===== config.mk =====
export PLATFORM = sky130hd
export DESIGN_NAME = fetch_pc_gen
export DESIGN_NICKNAME = d
export VERILOG_FILES = /design/src/rtl/fetch_pc_gen.sv
export SDC_FILE = /design/constraint.sdc
export NUM_CORES = 1
export LEC_CHECK = 0
export ABC_AREA = 1
export CAP_MARGIN = 20
export CORE_AREA = 2 2 82 84
export DETAILED_ROUTE_END_ITERATION = 10
export DIE_AREA = 0 0 84 86
export DONT_BUFFER_PORTS = 1
export PLACE_DENSITY_LB_ADDON = 0.15
export SYNTH_ARGS = -nofsm -noshare
export SYNTH_HDL_FRONTEND = slang
export SYNTH_SLANG_ARGS = --single-unit
export TNS_END_PERCENT = 5

===== constraint.sdc =====
create_clock -name clk -period 1.8 [get_ports clk]
set_input_delay 0.36 -clock clk [delete_from_list [all_inputs] [get_ports clk]]
set_output_delay 0.36 -clock clk [all_outputs]
set_load 0.01 [all_outputs]

===== src/rtl/fetch_pc_gen.sv =====
// Fetch-stage next-PC generator: holds the fetch PC, picks BTB target or PC+4, and handles boot/redirect bubbles.
// The BTB prediction path is present only when BTB_PREDICT_EN is defined; otherwise fetch is purely sequential.
module fetch_pc_gen #(
    parameter int                    ADDR_WIDTH = 32,
    parameter logic [ADDR_WIDTH-1:0] RESET_PC   = 32'h0000_0000,
    parameter int                    CNT_WIDTH  = 16
) (
    input  logic                  clk,
    input  logic                  rst,
    output logic [ADDR_WIDTH-1:0] btb_raddr_o,
    input  logic [ADDR_WIDTH-1:0] btb_tag_i,
    input  logic [ADDR_WIDTH-1:0] btb_target_i,
    input  logic                  redirect_i,
    input  logic [ADDR_WIDTH-1:0] redirect_pc_i,
    output logic [ADDR_WIDTH-1:0] pc_o,
    output logic                  pc_valid_o,
    input  logic                  pc_ready_i,
    output logic                  pred_taken_o,
    output logic [ADDR_WIDTH-1:0] pred_target_o,
    output logic [CNT_WIDTH-1:0]  redirect_cnt_o
);

    typedef enum logic [1:0] {
        BOOT  = 2'd0,
        RUN   = 2'd1,
        FLUSH = 2'd2
    } state_t;

    state_t                  r_state;
    state_t                  w_state_nxt;
    logic [ADDR_WIDTH-1:0]   r_pc;
    logic [ADDR_WIDTH-1:0]   w_pc_nxt;
    logic [CNT_WIDTH-1:0]    r_cnt;
    logic [ADDR_WIDTH-1:0]   w_pc_plus4;
    logic                    w_hit;
    logic [ADDR_WIDTH-1:0]   w_pred_target;

    assign w_pc_plus4 = r_pc + ADDR_WIDTH'(4);

`ifdef BTB_PREDICT_EN
    // An all-zero entry is the BTB's empty marker and must never hit, even at PC 0.
    assign w_hit         = (btb_tag_i == r_pc) && ({btb_target_i, btb_tag_i} != '0);
    assign w_pred_target = w_hit ? btb_target_i : w_pc_plus4;
    assign btb_raddr_o   = r_pc;
`else
    logic w_unused_btb;
    assign w_unused_btb  = ^{btb_tag_i, btb_target_i};
    assign w_hit         = 1'b0;
    assign w_pred_target = w_pc_plus4;
    assign btb_raddr_o   = '0;
`endif

    always_ff @(posedge clk) begin
        if (rst) begin
            r_state <= BOOT;
            r_pc    <= RESET_PC;
            r_cnt   <= '0;
        end else begin
            r_state <= w_state_nxt;
            r_pc    <= w_pc_nxt;
            if (redirect_i && !(&r_cnt)) begin
                r_cnt <= r_cnt + CNT_WIDTH'(1);
            end
        end
    end

    // Redirect wins over everything in any state; a handshake in the same cycle is dropped.
    always_comb begin
        w_state_nxt = r_state;
        w_pc_nxt    = r_pc;
        if (redirect_i) begin
            w_state_nxt = FLUSH;
            w_pc_nxt    = {redirect_pc_i[ADDR_WIDTH-1:2], 2'b00};
        end else begin
            case (r_state)
                BOOT:    w_state_nxt = RUN;
                RUN: begin
                    if (pc_ready_i) begin
                        w_pc_nxt = {w_pred_target[ADDR_WIDTH-1:2], 2'b00};
                    end
                end
                FLUSH:   w_state_nxt = RUN;
                default: w_state_nxt = BOOT;
            endcase
        end
    end

    assign pc_o           = r_pc;
    assign pc_valid_o     = (r_state == RUN);
    assign pred_taken_o   = w_hit;
    assign pred_target_o  = w_pred_target;
    assign redirect_cnt_o = r_cnt;

endmodule


==> impl_metrics.ini, run 1 <==
[run_status]
status = finished, violations left
violations = negative setup slack

[clocking]
clock-sinks = 48
cts_made_buffers = 5
clkLatencyLatePin_ns = 0.31
cts_tree = done
htree_num_levels = 2
cts-hold-fix-buffers = 0
root_buffer = clkbuf_8
clkTransAtPathRegs_ns = 0.10
clockBufferDepth = 2

[routing]
firstDrtPassIters = 4
vias = 3518
wire_per_inst_um = 14.7
drcViolationCount = 0
ant_nets = 0
wl_mm = 9.93
viasPerCell = 5.20
drt_iter0_drc = 179

[placement]
gp_congestion = 0.878
pre_cts_ws_ns = -0.0392
place_hpwl_mm = 7.22
port_buffers = 0
placed_cell_area_um2 = 3760

[critical_path]
arrival_ns = 1.65
crit_required_ns = 1.44
end_kind = output port
reg2reg_slack_ns = 0.14
worstPathMaxFanout = 5
path_class = register to output port
reg2reg_depth = 8
critPathLaunchType = register

[timing]
fin_crit_ns = 2.01
tns_ns = -2.91
postLayoutSetupSlackWorst_ns = -0.210
max_freq_mhz = 498
hold_violations = 0
hold_slack_ns = 0.102
rsz0062_at_grt = true
finalCritPeriodShare = 1.12
skew_ns = 0.00699
drv_slew = 0
setup_viol = 23

[final_layout]
nets = 701
drive_gt1_frac = 0.217
diodes = 0
final_common_cell = nand2_1
layout_common_cells = 174 x nand2_1, 64 x inv_1, 49 x buf_4, 40 x nor2_1
areaGrowthSynthToFinish_pct = 17.4
postLayoutCoreUtil = 0.653
final_area_um2 = 4100

[global_route]
grt_pass1_wl_mm = 16.3
first_global_vias = 3430
gr-total-overflow = 0
grt_max_degree = 44
gr-usage-all-layers = 0.279
antenna_found_initial = 0

[floorplan]
dieArea_um2 = 7220
die_y_um = 86
core.rowCount = 29
fp.coreArea_um2 = 6280
start_util = 0.556
io_pins = 214
die_w_um = 84

[yosys]
synth.distinct_cells = 32
netlist_area_um2 = 3490
yosysSeqAreaShare = 0.275
synth_edf_count = 0
ys.flop_type = dfxtp_1
synth.avg_cell_area_um2 = 6.28
async_flop_share = 0
syn_inst = 556
ys_seq_elements = 48
ys_warn_count = 0

[min_path]
whs_path_depth = 1
hold_path_class = primary input to register

[power_and_ir_drop]
p_leak_nw = 1.77
peakVddDrop_mv = 0.354
powerDensity_nw_per_um2 = 581

[flow_run]
drv_cap = 0
==> layer usage <==
layer / global-route usage / up-vias / part of all wire
li1: - / 1736 / -
met1: 0.340 / 1602 / 0.42
met2: 0.478 / 161 / 0.46
met3: 0.0895 / 19 / 0.099
met4: 0.0718 / 0 / 0.016
met5: 0 / - / 0
==> sequential cells by signal, indices dropped and copies added (netlist names) <==
name and count:
pc_o 30, redirect_cnt_o 16, r_state 2
==> repair_timing <==
action,CTS,global route
resized for setup,45,12
pin swaps,14,4
endpoints found under the setup margin,27,27
buffers inserted,1,1
==> cell type report <==
class                   instances  area, um^2
clock buffers                   5        68.8
well taps                      77        96.3
multi-input cells             425        2240
clock inverters                 3        42.5
fillers                       605        2180
inverters                      67         251
flip-flops and latches         48         985
repair buffers                 52         410
==> worst max-delay path, cell delays in order (launching register included) <==
cell and delay [ns]:
dfxtp_2 0.37, ha_4 0.17, inv_2 0.05, nor2_4 0.10
nand2_4 0.10, nor2_4 0.18, buf_4 0.16, xor2_4 0.19
==> power by group <==
part           internal (W)  switching [W]  total (W)
logic              0.000156       0.000256   0.000411
registers           0.00111      0.0000530    0.00116
clock network      0.000412       0.000396   0.000808
total               0.00168       0.000705    0.00238
==> synthesized netlist by cell type (3+ instances only) <==
| cell | n | area [um^2] |
|---|---|---|
| dfxtp_1 | 48 | 961 |
| o21ai_0 | 22 | 110 |
| xnor2_1 | 6 | 52.6 |
| clkbuf_1 | 6 | 22.5 |
| and2_1 | 3 | 18.8 |
| a22o_1 | 6 | 52.6 |
| nand4_1 | 5 | 31.3 |
| nor2_1 | 48 | 180 |
| a21oi_1 | 35 | 175 |
| nand2_4 | 3 | 33.8 |
| nor2_2 | 8 | 50.1 |
| xor2_1 | 12 | 105 |
| nor2_4 | 6 | 67.6 |
| a31oi_1 | 8 | 50.1 |
| nand2_1 | 183 | 687 |
| buf_2 | 5 | 25.0 |
| nand3_1 | 24 | 120 |
| inv_1 | 66 | 248 |
| buf_4 | 37 | 278 |
| nand2_2 | 4 | 25.0 |
| nor3_1 | 5 | 25.0 |
| xor2_2 | 4 | 65.1 |
==> through the flow <==
stage	cells	power (W)
2_1_floorplan	592	0.00151
3_3_place_gp	667	0.00155
3_5_place_dp	667	0.00156
4_1_cts	676	0.00239
5_1_grt	677	0.00250
6_report	677	0.00238
==> logic make-up (layout without fill, tap and decap cells) <==
family / count (synthesis) / after routing / share of synthesized area
AO/OA/AOI/OAI: 72 / 72 / 0.114
other: 1 / 37 / 0.00107
AND/OR/NAND/NOR: 292 / 292 / 0.366
XOR/XNOR: 22 / 22 / 0.0638
buffers and inverters: 119 / 127 / 0.172
adder cells (fa/ha/maj): 2 / 2 / 0.00717
flip-flops: 48 / 48 / 0.275
==> final timing paths <==
path / startpoint / endpoint
setup reg to reg: pc_o[3] / pc_o[19]
hold / removal: rst / pc_o[5]
hold reg to reg: r_state[1] / r_state[0]
setup / recovery: pc_o[3] / pred_target_o[18]
Power figures use the tool's default switching activity.
==> inputs of run 2 (changes only) <==
--- a/config.mk
+++ b/config.mk
@@ -13,4 +13,5 @@
 export DONT_BUFFER_PORTS = 1
 export PLACE_DENSITY_LB_ADDON = 0.15
+export SETUP_SLACK_MARGIN = 0.05
 export SYNTH_ARGS = -nofsm -noshare
 export SYNTH_HDL_FRONTEND = slang
==> constraint.sdc (replaced) <==
create_clock -name clk -period 1.8 [get_ports clk]
set_input_delay 0.09 -clock clk [delete_from_list [all_inputs] [get_ports clk]]
set_output_delay 0.09 -clock clk [all_outputs]
set_load 0.01 [all_outputs]
==> impl_metrics.ini, run 2 (synthesis results as in run 1) <==
[clocking]
htree_num_levels = 2
root_buffer = clkbuf_8
clock-sinks = 48
clkLatencyLatePin_ns = 0.30
cts_made_buffers = 5
cts_tree = done
clockBufferDepth = 2
clkTransAtPathRegs_ns = 0.09

[global_route]
gr-total-overflow = 0
first_global_vias = 3464
antenna_found_initial = 0
gr-usage-all-layers = 0.282
grt_max_degree = 44
grt_pass1_wl_mm = 16.6

[placement]
place_hpwl_mm = 7.13
port_buffers = 0
pre_cts_ws_ns = 0.115
placed_cell_area_um2 = 3790
gp_congestion = 0.873

[power_and_ir_drop]
p_int_w = 0.00171
p_clk_frac = 0.332
powerDensity_nw_per_um2 = 574
peakVddDrop_mv = 0.417
combPwrFrac = 0.185
p_leak_nw = 1.85
p_switching_w = 0.000731
p_sw_frac = 0.300
seqPwrFrac = 0.483

[routing]
viasPerCell = 5.06
wire_per_inst_um = 14.2
drt_iter0_drc = 149
firstDrtPassIters = 4
ant_nets = 0
wl_mm = 9.92
vias = 3522
drcViolationCount = 0

[final_layout]
largest_register_ffs = 30
areaGrowthSynthToFinish_pct = 21.6
final_area_um2 = 4240
drive_gt1_frac = 0.225
final_common_cell = nand2_1
postLayoutCoreUtil = 0.676
diodes = 0
layout_common_cells = 173 x nand2_1, 64 x inv_1, 54 x buf_4, 43 x nor2_1, 37 x conb_1
nets = 720

[floorplan]
dieArea_um2 = 7220
start_util = 0.556
io_pins = 214
die_y_um = 86
die_w_um = 84
fp.coreArea_um2 = 6280
core.rowCount = 29

[timing]
skew_ns = 0.00556
rsz0062_at_grt = true
setup_viol = 12
fin_crit_ns = 1.88
hold_violations = 0
max_freq_mhz = 531
finalCritPeriodShare = 1.05
postLayoutSetupSlackWorst_ns = -0.0840
drv_slew = 0

[min_path]
hold_path_class = primary input to register

[critical_path]
arrival_ns = 1.79
crit_required_ns = 1.71
worstPathMaxFanout = 4
path_class = register to output port
end_kind = output port
critPathLaunchType = register

[run_status]
violations = negative setup slack
status = finished, violations left

[flow_run]
drv_cap = 0
run 2: cell types whose count changed in the layout (fill, tap and decap cells not counted), moves of 3 or more:
cell,delta
dlygate4sd3_1,+10
dfxtp_2,+6
buf_4,+5
dfxtp_1,-5
buf_6,+3
nor2_1,+3
xor2_4,-3
run 2: power by group through the flow:
stage / clock (W) / sequential [W] / combinational (W)
floorplan: 0 / 0.00120 / 0.000308
global placement: 0 / 0.00119 / 0.000368
detailed placement: 0 / 0.00119 / 0.000376
CTS: 0.000827 / 0.00117 / 0.000430
global route: 0.000868 / 0.00118 / 0.000500
finish: 0.000810 / 0.00118 / 0.000452
run 2: final timing paths:
kind / slack [ns] / to / cells after the start / from
max: -0.08 / pred_target_o[19] / 7 / pc_o[2]
min: 0.03 / pc_o[19] / 4 / redirect_pc_i[19]
max reg2reg: 0.12 / redirect_cnt_o[1] / 8 / redirect_cnt_o[0]
min reg2reg: 0.48 / r_state[0] / 3 / r_state[1]
run 2: worst max-delay path, stage by stage (launching register included):
cell        delay, ns
dfxtp_4          0.36
buf_6            0.11
clkinvlp_4       0.15
nor2_4           0.24
nand3_2          0.18
o21ai_0          0.18
nand2_1          0.10
buf_4            0.15
run 2: metrics by stage:
stage	std cells	hold slack, ns	TNS, ns	power [W]
finish	696	0.0271	-0.627	0.00244
global placement	671	0.163	0	0.00156
global route	696	0.0359	-2.37	0.00255
detailed placement	671	0.166	0	0.00157
floorplan	592	0.212	0	0.00151
CTS	692	0.0171	-0.455	0.00243
run 2: cell type report:
| class | count | area [um^2] |
|---|---|---|
| clock buffer | 5 | 68.8 |
| clock inverter | 3 | 42.5 |
| fill | 591 | 2030 |
| inverter | 67 | 258 |
| multi-input combinational | 425 | 2190 |
| sequential | 48 | 988 |
| tap | 77 | 96.3 |
| timing repair buffer | 71 | 602 |
run 2: layer usage:
metal,up-vias,GRT usage,part of all wire
li1,1776,-,-
met5,-,0,0
met1,1588,0.364,0.42
met2,150,0.472,0.47
met4,0,0.0718,0.012
met3,8,0.0731,0.096
run 2: what timing repair did:
action	4_1_cts	5_1_grt
endpoints found under the setup margin	23	43
buffers inserted	2	4
hold buffers	11	0
gates resized for setup	17	39
pin swaps	8	9
hold endpoints to repair	45	0
